$ cat src/rtl/reg_file32_if.sv
// Bus bundle for the 32-entry register file: one write port, two read ports,
// plus the decoded write-enable vector for observation.
interface reg_file32_if #(
   parameter int WIDTH  = 32,
   parameter int ADDR_W = 5
);
   logic                   wr_en;
   logic [ADDR_W-1:0]      wr_reg_no;
   logic [WIDTH-1:0]       wr_data;
   logic [ADDR_W-1:0]      rd_reg_no1;
   logic [ADDR_W-1:0]      rd_reg_no2;
   logic [WIDTH-1:0]       regData1;
   logic [WIDTH-1:0]       regData2;
   logic [2**ADDR_W-1:0]   wr_onehot;

   modport master (
      output wr_en, wr_reg_no, wr_data, rd_reg_no1, rd_reg_no2,
      input  regData1, regData2, wr_onehot
   );

   modport slave (
      input  wr_en, wr_reg_no, wr_data, rd_reg_no1, rd_reg_no2,
      output regData1, regData2, wr_onehot
   );
endinterface

$ cat src/rtl/reg_file32.sv
// 2**ADDR_W x WIDTH register file with one-hot write decode, optional hardwired
// zero register and optional same-cycle write-to-read forwarding.
module reg_file32 #(
   parameter int WIDTH    = 32,
   parameter int ADDR_W   = 5,
   parameter int ZERO_REG = 1,
   parameter int BYPASS   = 1
) (
   input  logic         clk,
   input  logic         reset,
   reg_file32_if.slave  rf
);
   localparam int NREG = 2**ADDR_W;

   logic [WIDTH-1:0] regs_q [NREG];
   logic [WIDTH-1:0] regs_d [NREG];
   logic [NREG-1:0]  wr_onehot;
   logic             zero_hit;
   logic             wr_commit;
   logic [WIDTH-1:0] rd_data1;
   logic [WIDTH-1:0] rd_data2;

   // Decode is unmasked by the zero register; only reset and wr_en gate it.
   always_comb begin
      wr_onehot = '0;
      if (reset && rf.wr_en) begin
         wr_onehot[rf.wr_reg_no] = 1'b1;
      end
   end

   assign zero_hit  = (ZERO_REG != 0) && (rf.wr_reg_no == '0);
   assign wr_commit = reset && rf.wr_en && !zero_hit;

   always_comb begin
      regs_d = regs_q;
      if (wr_commit) begin
         regs_d[rf.wr_reg_no] = rf.wr_data;
      end
   end

   always_ff @(posedge clk or negedge reset) begin
      if (!reset) begin
         for (int i = 0; i < NREG; i++) begin
            regs_q[i] <= '0;
         end
      end else begin
         regs_q <= regs_d;
      end
   end

   // Forwarding keys off wr_commit so a dropped zero-register write never forwards.
   always_comb begin
      rd_data1 = regs_q[rf.rd_reg_no1];
      if ((BYPASS != 0) && wr_commit && (rf.wr_reg_no == rf.rd_reg_no1)) begin
         rd_data1 = rf.wr_data;
      end
      if (!reset || ((ZERO_REG != 0) && (rf.rd_reg_no1 == '0))) begin
         rd_data1 = '0;
      end
   end

   always_comb begin
      rd_data2 = regs_q[rf.rd_reg_no2];
      if ((BYPASS != 0) && wr_commit && (rf.wr_reg_no == rf.rd_reg_no2)) begin
         rd_data2 = rf.wr_data;
      end
      if (!reset || ((ZERO_REG != 0) && (rf.rd_reg_no2 == '0))) begin
         rd_data2 = '0;
      end
   end

   assign rf.regData1  = rd_data1;
   assign rf.regData2  = rd_data2;
   assign rf.wr_onehot = wr_onehot;
endmodule

$ cat src/flat_wrapper.sv
// flat-port wrapper written by rule: the top's interface ports become plain ports
module reg_file32_flat 
#(
   parameter int WIDTH    = 32,
   parameter int ADDR_W   = 5,
   parameter int ZERO_REG = 1,
   parameter int BYPASS   = 1
)
  (clk, reset, rf_wr_en, rf_wr_reg_no, rf_wr_data, rf_rd_reg_no1, rf_rd_reg_no2, rf_regData1, rf_regData2, rf_wr_onehot);
  reg_file32_if #(.WIDTH(WIDTH), .ADDR_W(ADDR_W)) rf_i ();
  input  logic clk;
  input  logic reset;
  input wire logic [$bits(rf_i.wr_en)-1:0] rf_wr_en;
  input wire logic [$bits(rf_i.wr_reg_no)-1:0] rf_wr_reg_no;
  input wire logic [$bits(rf_i.wr_data)-1:0] rf_wr_data;
  input wire logic [$bits(rf_i.rd_reg_no1)-1:0] rf_rd_reg_no1;
  input wire logic [$bits(rf_i.rd_reg_no2)-1:0] rf_rd_reg_no2;
  output wire logic [$bits(rf_i.regData1)-1:0] rf_regData1;
  output wire logic [$bits(rf_i.regData2)-1:0] rf_regData2;
  output wire logic [$bits(rf_i.wr_onehot)-1:0] rf_wr_onehot;
  assign rf_i.wr_en = rf_wr_en;
  assign rf_i.wr_reg_no = rf_wr_reg_no;
  assign rf_i.wr_data = rf_wr_data;
  assign rf_i.rd_reg_no1 = rf_rd_reg_no1;
  assign rf_i.rd_reg_no2 = rf_rd_reg_no2;
  assign rf_regData1 = rf_i.regData1;
  assign rf_regData2 = rf_i.regData2;
  assign rf_wr_onehot = rf_i.wr_onehot;
  reg_file32 #(.WIDTH(WIDTH), .ADDR_W(ADDR_W), .ZERO_REG(ZERO_REG), .BYPASS(BYPASS)) u_core (.clk(clk), .reset(reset), .rf(rf_i));
endmodule
$ cat config.mk
export PLATFORM = sky130hd
export DESIGN_NAME = reg_file32_flat
export DESIGN_NICKNAME = d
export VERILOG_FILES = /design/src/rtl/reg_file32_if.sv /design/src/rtl/reg_file32.sv /design/src/flat_wrapper.sv
export SDC_FILE = /design/constraint.sdc
export NUM_CORES = 2
export LEC_CHECK = 0
export BUFFER_PORTS_ARGS = -buffer_cell sky130_fd_sc_hd__buf_2
export CORE_MARGIN = 3
export CORE_UTILIZATION = 30
export DETAILED_ROUTE_END_ITERATION = 10
export GPL_TIMING_DRIVEN = 0
export PLACE_DENSITY = 0.4
export SYNTH_ARGS = -nofsm -noshare
export SYNTH_HDL_FRONTEND = slang
export SYNTH_SLANG_ARGS = --single-unit
$ cat constraint.sdc
create_clock -name clk -period 2.75 [get_ports clk]
set_clock_uncertainty 0.2 [all_clocks]
set_input_delay 0.1375 -clock clk [delete_from_list [all_inputs] [get_ports clk]]
set_output_delay 0.1375 -clock clk [all_outputs]
set_load 0.005 [all_outputs]
== Yosys cells after proc, flatten, opt, wreduce, memory -nomap -nowiden ==
Index checks and enable logic that the tools add are counted.

* Flip-flop bits (word level): 1024
* Input bits: 50
* Output and inout port bits: 96
* Logic and storage cells: 72

* Magnitude comparators: 6
* Equal/unequal tests: 2
* Muxes and demuxes: 16
* Bitwise operators: 3
* Reduce and logical (&&, ||, !) cells: 13

{| class="wikitable"
|+ Operator list
! cell !! count
|-
| 1024-bit bitwise mux || 1
|-
| 32-bit binary-select mux with 5-bit select || 2
|-
| 32-bit two-way mux || 10
|-
| 32-bit demux with 5-bit select || 1
|-
| 6-bit greater-or-equal comparator, second input constant || 3
|-
| 5-bit NOT with 6-bit output || 3
|-
| 5-bit logical NOT || 3
|-
| 5-bit equality test || 2
|-
| 1-bit logical AND || 6
|-
| 5-bit by 6-bit less-than comparator with 1-bit output, second input constant || 1
|-
| 6-bit by 1-bit less-than comparator with 1-bit output, second input constant || 1
|-
| 1-bit demux with 5-bit select || 1
|-
| 5-bit by 1-bit greater-or-equal comparator with 1-bit output, second input constant || 1
|-
| 1-bit logical NOT || 2
|-
| 1-bit logical OR || 2
|-
| 1-bit two-way mux || 1
|}

== Longest topological paths before layout ==
* Depth in word-level cells: 6
* Mapped depth: 9
* Depth with buffers taken out: 5

== Worst setup path before layout ==
Ideal clock, no wire load.

* Path kind: in2out
* Start: input rf_rd_reg_no2[1]
* End: output rf_regData2[10]
* Data arrival time: 1782 ps
* Data required time: 2413 ps
* Path slack: 630 ps
* Cell stages on the path: 7
* Buffers on the path: 3
* Cells stage by stage: buf_2 > buf_2 > buf_1 > mux4_2 > a211oi_1 > a21oi_1 > a221o_1

* Cells in the longest elaborated chain, start to end: 6
* Elaborated cells between the ends (all ways): 10
* Those cells by class: eq/ne (1); mux (5); bitwise (1); reduce/logical (3)

{| class="wikitable"
|+ RTL lines
! item !! line !! RTL
|-
| from (decl) || flat_wrapper.sv:17 || <nowiki>input wire logic [$bits(rf_i.rd_reg_no2)-1:0] rf_rd_reg_no2;</nowiki>
|-
| 5-bit NOT with 6-bit output (not written as such) || reg_file32.sv:63 || <nowiki>rd_data2 = regs_q[rf.rd_reg_no2];</nowiki>
|-
| 32-bit binary-select mux with 5-bit select || reg_file32.sv:63 ||
|-
| 32-bit two-way mux (not written as such) (2 in a row) || reg_file32.sv:63 ||
|-
| 32-bit two-way mux || reg_file32.sv:64 || <nowiki>if ((BYPASS != 0) && wr_commit && (rf.wr_reg_no == rf.rd_reg_no2)) begin</nowiki>
|-
| 32-bit two-way mux * || reg_file32.sv:67 || <nowiki>if (!reset || ((ZERO_REG != 0) && (rf.rd_reg_no2 == '0))) begin</nowiki>
|-
| to (decl) || flat_wrapper.sv:19 || <nowiki>output wire logic [$bits(rf_i.regData2)-1:0] rf_regData2;</nowiki>
|}

Mark *: on every way between the ends. The rest lies on a longest branch, timed or not. The select of a mux whose other input is x is not followed.

== Final worst setup path ==
* Start: input rf_rd_reg_no2[2]
* End: output rf_regData2[2]

Same word-level chain as after synthesis.

==> impl_metrics.py <==
metrics = {
    "outcome": {
        "outcome": "finished with violations",
        "violations": "max-capacitance violations, negative setup slack",
    },
    "place": {
        "gp_congestion": 0.909,
        "numPortBuffers": 137,
        "dpl.hpwl_um": 187000,
        "dpl_cell_area_um2": 59800,
    },
    "detailed_routing": {
        "vias": 38747,
        "antenna_left": 0,
        "drtPass1Iterations": 5,
        "drtIter0Drc": 3501,
        "routed_wl_um": 257000,
        "viasPerCell": 5.71,
        "route.detailed.drc": 0,
        "wl_per_cell_um": 37.8,
    },
    "clock_tree": {
        "htreeDepth": 4,
        "cts_buffer_depth": 3,
        "clkSlewWorstSetupHoldPaths_ns": 0.07,
        "cts.sinks": 1024,
        "insertion_delay_ns": 0.79,
        "cts_tree": "built",
        "cts_inserted_buffers": 130,
        "cts_root_buffer": "clkbuf_16",
    },
    "setup_path": {
        "critPathMaxStageDelay_ns": 0.46,
        "critPathRequiredTime_ns": 2.41,
        "slowest_stage": "a21oi_2",
        "path_class": "in2out",
        "crit_buf_inv": 6,
        "cp.arrival_ns": 3.05,
        "cpMostUsedCell": "buf_4",
        "cp_max_fo": 10,
        "crit_chain": "buf_2, buf_4, buf_4, buf_4, clkbuf_4, a211oi_2, a21oi_2, a221o_1, buf_2",
        "critPathCaptureType": "output port",
        "cp_top_family": "buffers and inverters",
        "crit_path_start_kind": "primary input",
    },
    "floorplan": {
        "die_h_um": 437,
        "row_count": 157,
        "die_w_um": 437,
        "core_um2": 184000,
        "dieArea_um2": 191000,
        "io_pins": 146,
        "initial_core_util_pct": 30.3,
    },
    "global_route": {
        "grt_pass1_vias": 39251,
        "gr-total-overflow": 0,
        "grt_pass1_wl_um": 349000,
        "grt_max_degree": 150,
        "gr-usage-all-layers_pct": 26.6,
        "antenna_found_initial": 17,
    },
    "yosys": {
        "synthFlopType": "dfrtp_1",
        "synth_compound_area_share_pct": 7.09,
        "synth_warnings": 0,
        "synth_fp_nets": 3890,
        "yosysUniqueCellTypes": 38,
        "synth_top_family_by_area": "multiplexers",
        "synth-edff-count": 0,
        "yosys.area_share.simple_pct": 1.40,
        "syn_avg_cell_area_um2": 14.5,
        "synth_xor_area_share_pct": 0.157,
        "syn_area_um2": 55700,
        "muxShareOfSynthArea_pct": 41.3,
        "synth_fa_ha_area_share_pct": 0,
        "async_flop_share_pct": 100,
        "synthCells": 3840,
        "seq_area_frac_synth_pct": 46.0,
        "synth_seq_cells": 1024,
    },
    "flow_run": {
        "drv_cap": 1,
    },
    "timing": {
        "fin_crit_sh_pct": 123,
        "min_period_ns": 3.38,
        "hold_viol": 0,
        "drv_slew": 0,
        "rsz0062_at_grt": "true",
        "slew_headroom_pct": 0.480,
        "finalSetupViolations": 64,
        "setup_slack_ns": -0.634,
        "timing_worst_slew_pin_value_ns": 1.49,
        "max_freq_mhz": 296,
    },
    "final_layout": {
        "area_growth_pct": 21.6,
        "fin_nets": 4266,
        "largest_reg_flops": 1024,
        "regMostFlops": "u_core.regs_q",
        "fin_area_um2": 67800,
        "fill_cells": 17833,
        "largest_registers": "u_core.regs_q (1024)",
        "drive_gt1_share_pct": 53.9,
    },
    "power_and_ir_drop": {
        "p_per_area_nw_per_um2": 661,
        "power_w": 0.0448,
        "p_leak_nw": 30.0,
        "irDropWorstVdd_v": 0.000672,
    },
    "worst_hold_path": {
        "hp-class": "in2reg",
    },
}
[tightest hold or removal path, delay by kind of cell]
| kind | cells | cell delay [ns] |
|---|---|---|
| buf+inv | 2 | 0.38 |
| mux | 1 | 0.18 |
| simple gates | 2 | 0.32 |
[synthesized netlist by cell type (18+ instances only)]
library cell	instances	area, um^2
buf_2	157	786
o21bai_1	64	480
a21oi_1	96	480
a221oi_1	128	1120
a211o_1	32	280
a22oi_1	64	480
buf_4	50	375
a211oi_1	96	721
mux2_2	972	10900
mux4_2	384	8650
dfrtp_1	1024	25600
a221o_1	32	320
clkbuf_1	184	691
mux2_1	20	225
buf_1	36	135
nor2b_1	69	432
buf_6	21	236
mux2i_1	320	3200
nand2_1	18	67.6
[layer usage]
layer / wire (um) / global-route usage (%) / vias up
met2: 117000 / 41.8 / 1308
met3: 13100 / 3.83 / 416
li1: - / - / 15675
met1: 114000 / 36.9 / 21348
met4: 12500 / 10.9 / 0
met5: 0 / 0 / -
[worst paths after layout]
kind                                            startpoint                              end  slack (ns)  depth (start not counted)
hold reg to reg            u_core.regs_q[1006]$_DFFE_PN0P_  u_core.regs_q[1006]$_DFFE_PN0P_        0.28                          1
setup / recovery                          rf_rd_reg_no2[2]                   rf_regData2[2]       -0.63                          9
hold / removal                             rf_wr_reg_no[2]   u_core.regs_q[672]$_DFFE_PN0P_        0.05                          5
max in group asynchronous                            reset   u_core.regs_q[568]$_DFFE_PN0P_        0.64                          8
setup reg to reg              u_core.regs_q[0]$_DFFE_PN0P_     u_core.regs_q[0]$_DFFE_PN0P_        1.22                          2
min in group asynchronous                            reset   u_core.regs_q[974]$_DFFE_PN0P_        0.06                          4
[area by class of cell]
class | instances | area (um^2) | share of cell area [%]
inverters | 13 | 48.8 | 0.0720
diodes | 12 | 30.0 | 0.0443
well taps | 2464 | 3080 | 4.55
flip-flops and latches | 1024 | 25600 | 37.8
clock inverters | 36 | 437 | 0.644
plain buffers | 446 | 2550 | 3.77
repair buffers | 246 | 2230 | 3.29
multi-input cells | 2355 | 29900 | 44.1
clock buffers | 193 | 3880 | 5.73
[layout by cell type, fill, tap and decap left out, types with 65 or more instances in the layout]
cell	instances
mux2i_1	320
clkbuf_1	137
mux2_2	972
a221oi_1	95
mux4_2	384
clkbuf_16	134
buf_2	248
a211oi_4	65
buf_4	111
dfrtp_1	1024
[repair_timing]
action	in CTS	in global routing
endpoints found under the setup margin	1088	85
endpoints found under the hold margin	701	0
resized for setup	475	118
pin swaps	139	67
hold buffers	57	0
gates cloned	7	0
buffers inserted	18	19
[report_power, final]
| part | switching [W] | internal [W] | total, W |
|---|---|---|---|
| sequential | 0.00146 | 0.0170 | 0.0185 |
| clock | 0.00726 | 0.0104 | 0.0177 |
| combinational | 0.00448 | 0.00418 | 0.00866 |
| total | 0.0132 | 0.0316 | 0.0448 |
[cells by family (layout without fill, tap and decap cells)]
family | Yosys count | count (layout)
AOI/OAI and AO/OA | 517 | 517
xor gates and xnor gates | 10 | 10
buffers and inverters | 461 | 934
DFF | 1024 | 1024
muxes | 1696 | 1696
other | 0 | 12
and+or+nand+nor | 132 | 132
[metrics by stage]
stage / setup TNS [ns] / worst slack [ns] / hold WS [ns] / cells / util [%]
after floorplan: 0 / 0.630 / -0.358 / 3840 / -
after global placement: - / -25.24 / 0.249 / 6441 / 32.4
after detailed placement: -1799.51 / -2.68 / -0.0697 / 6449 / 32.5
after CTS: -26.27 / -0.498 / 0.00391 / 6760 / 36.5
after global routing: -27.05 / -0.541 / 0.0493 / 6781 / 36.9
final: -23.68 / -0.634 / 0.0493 / 6789 / 36.9
(Power assumes the default switching activity.)
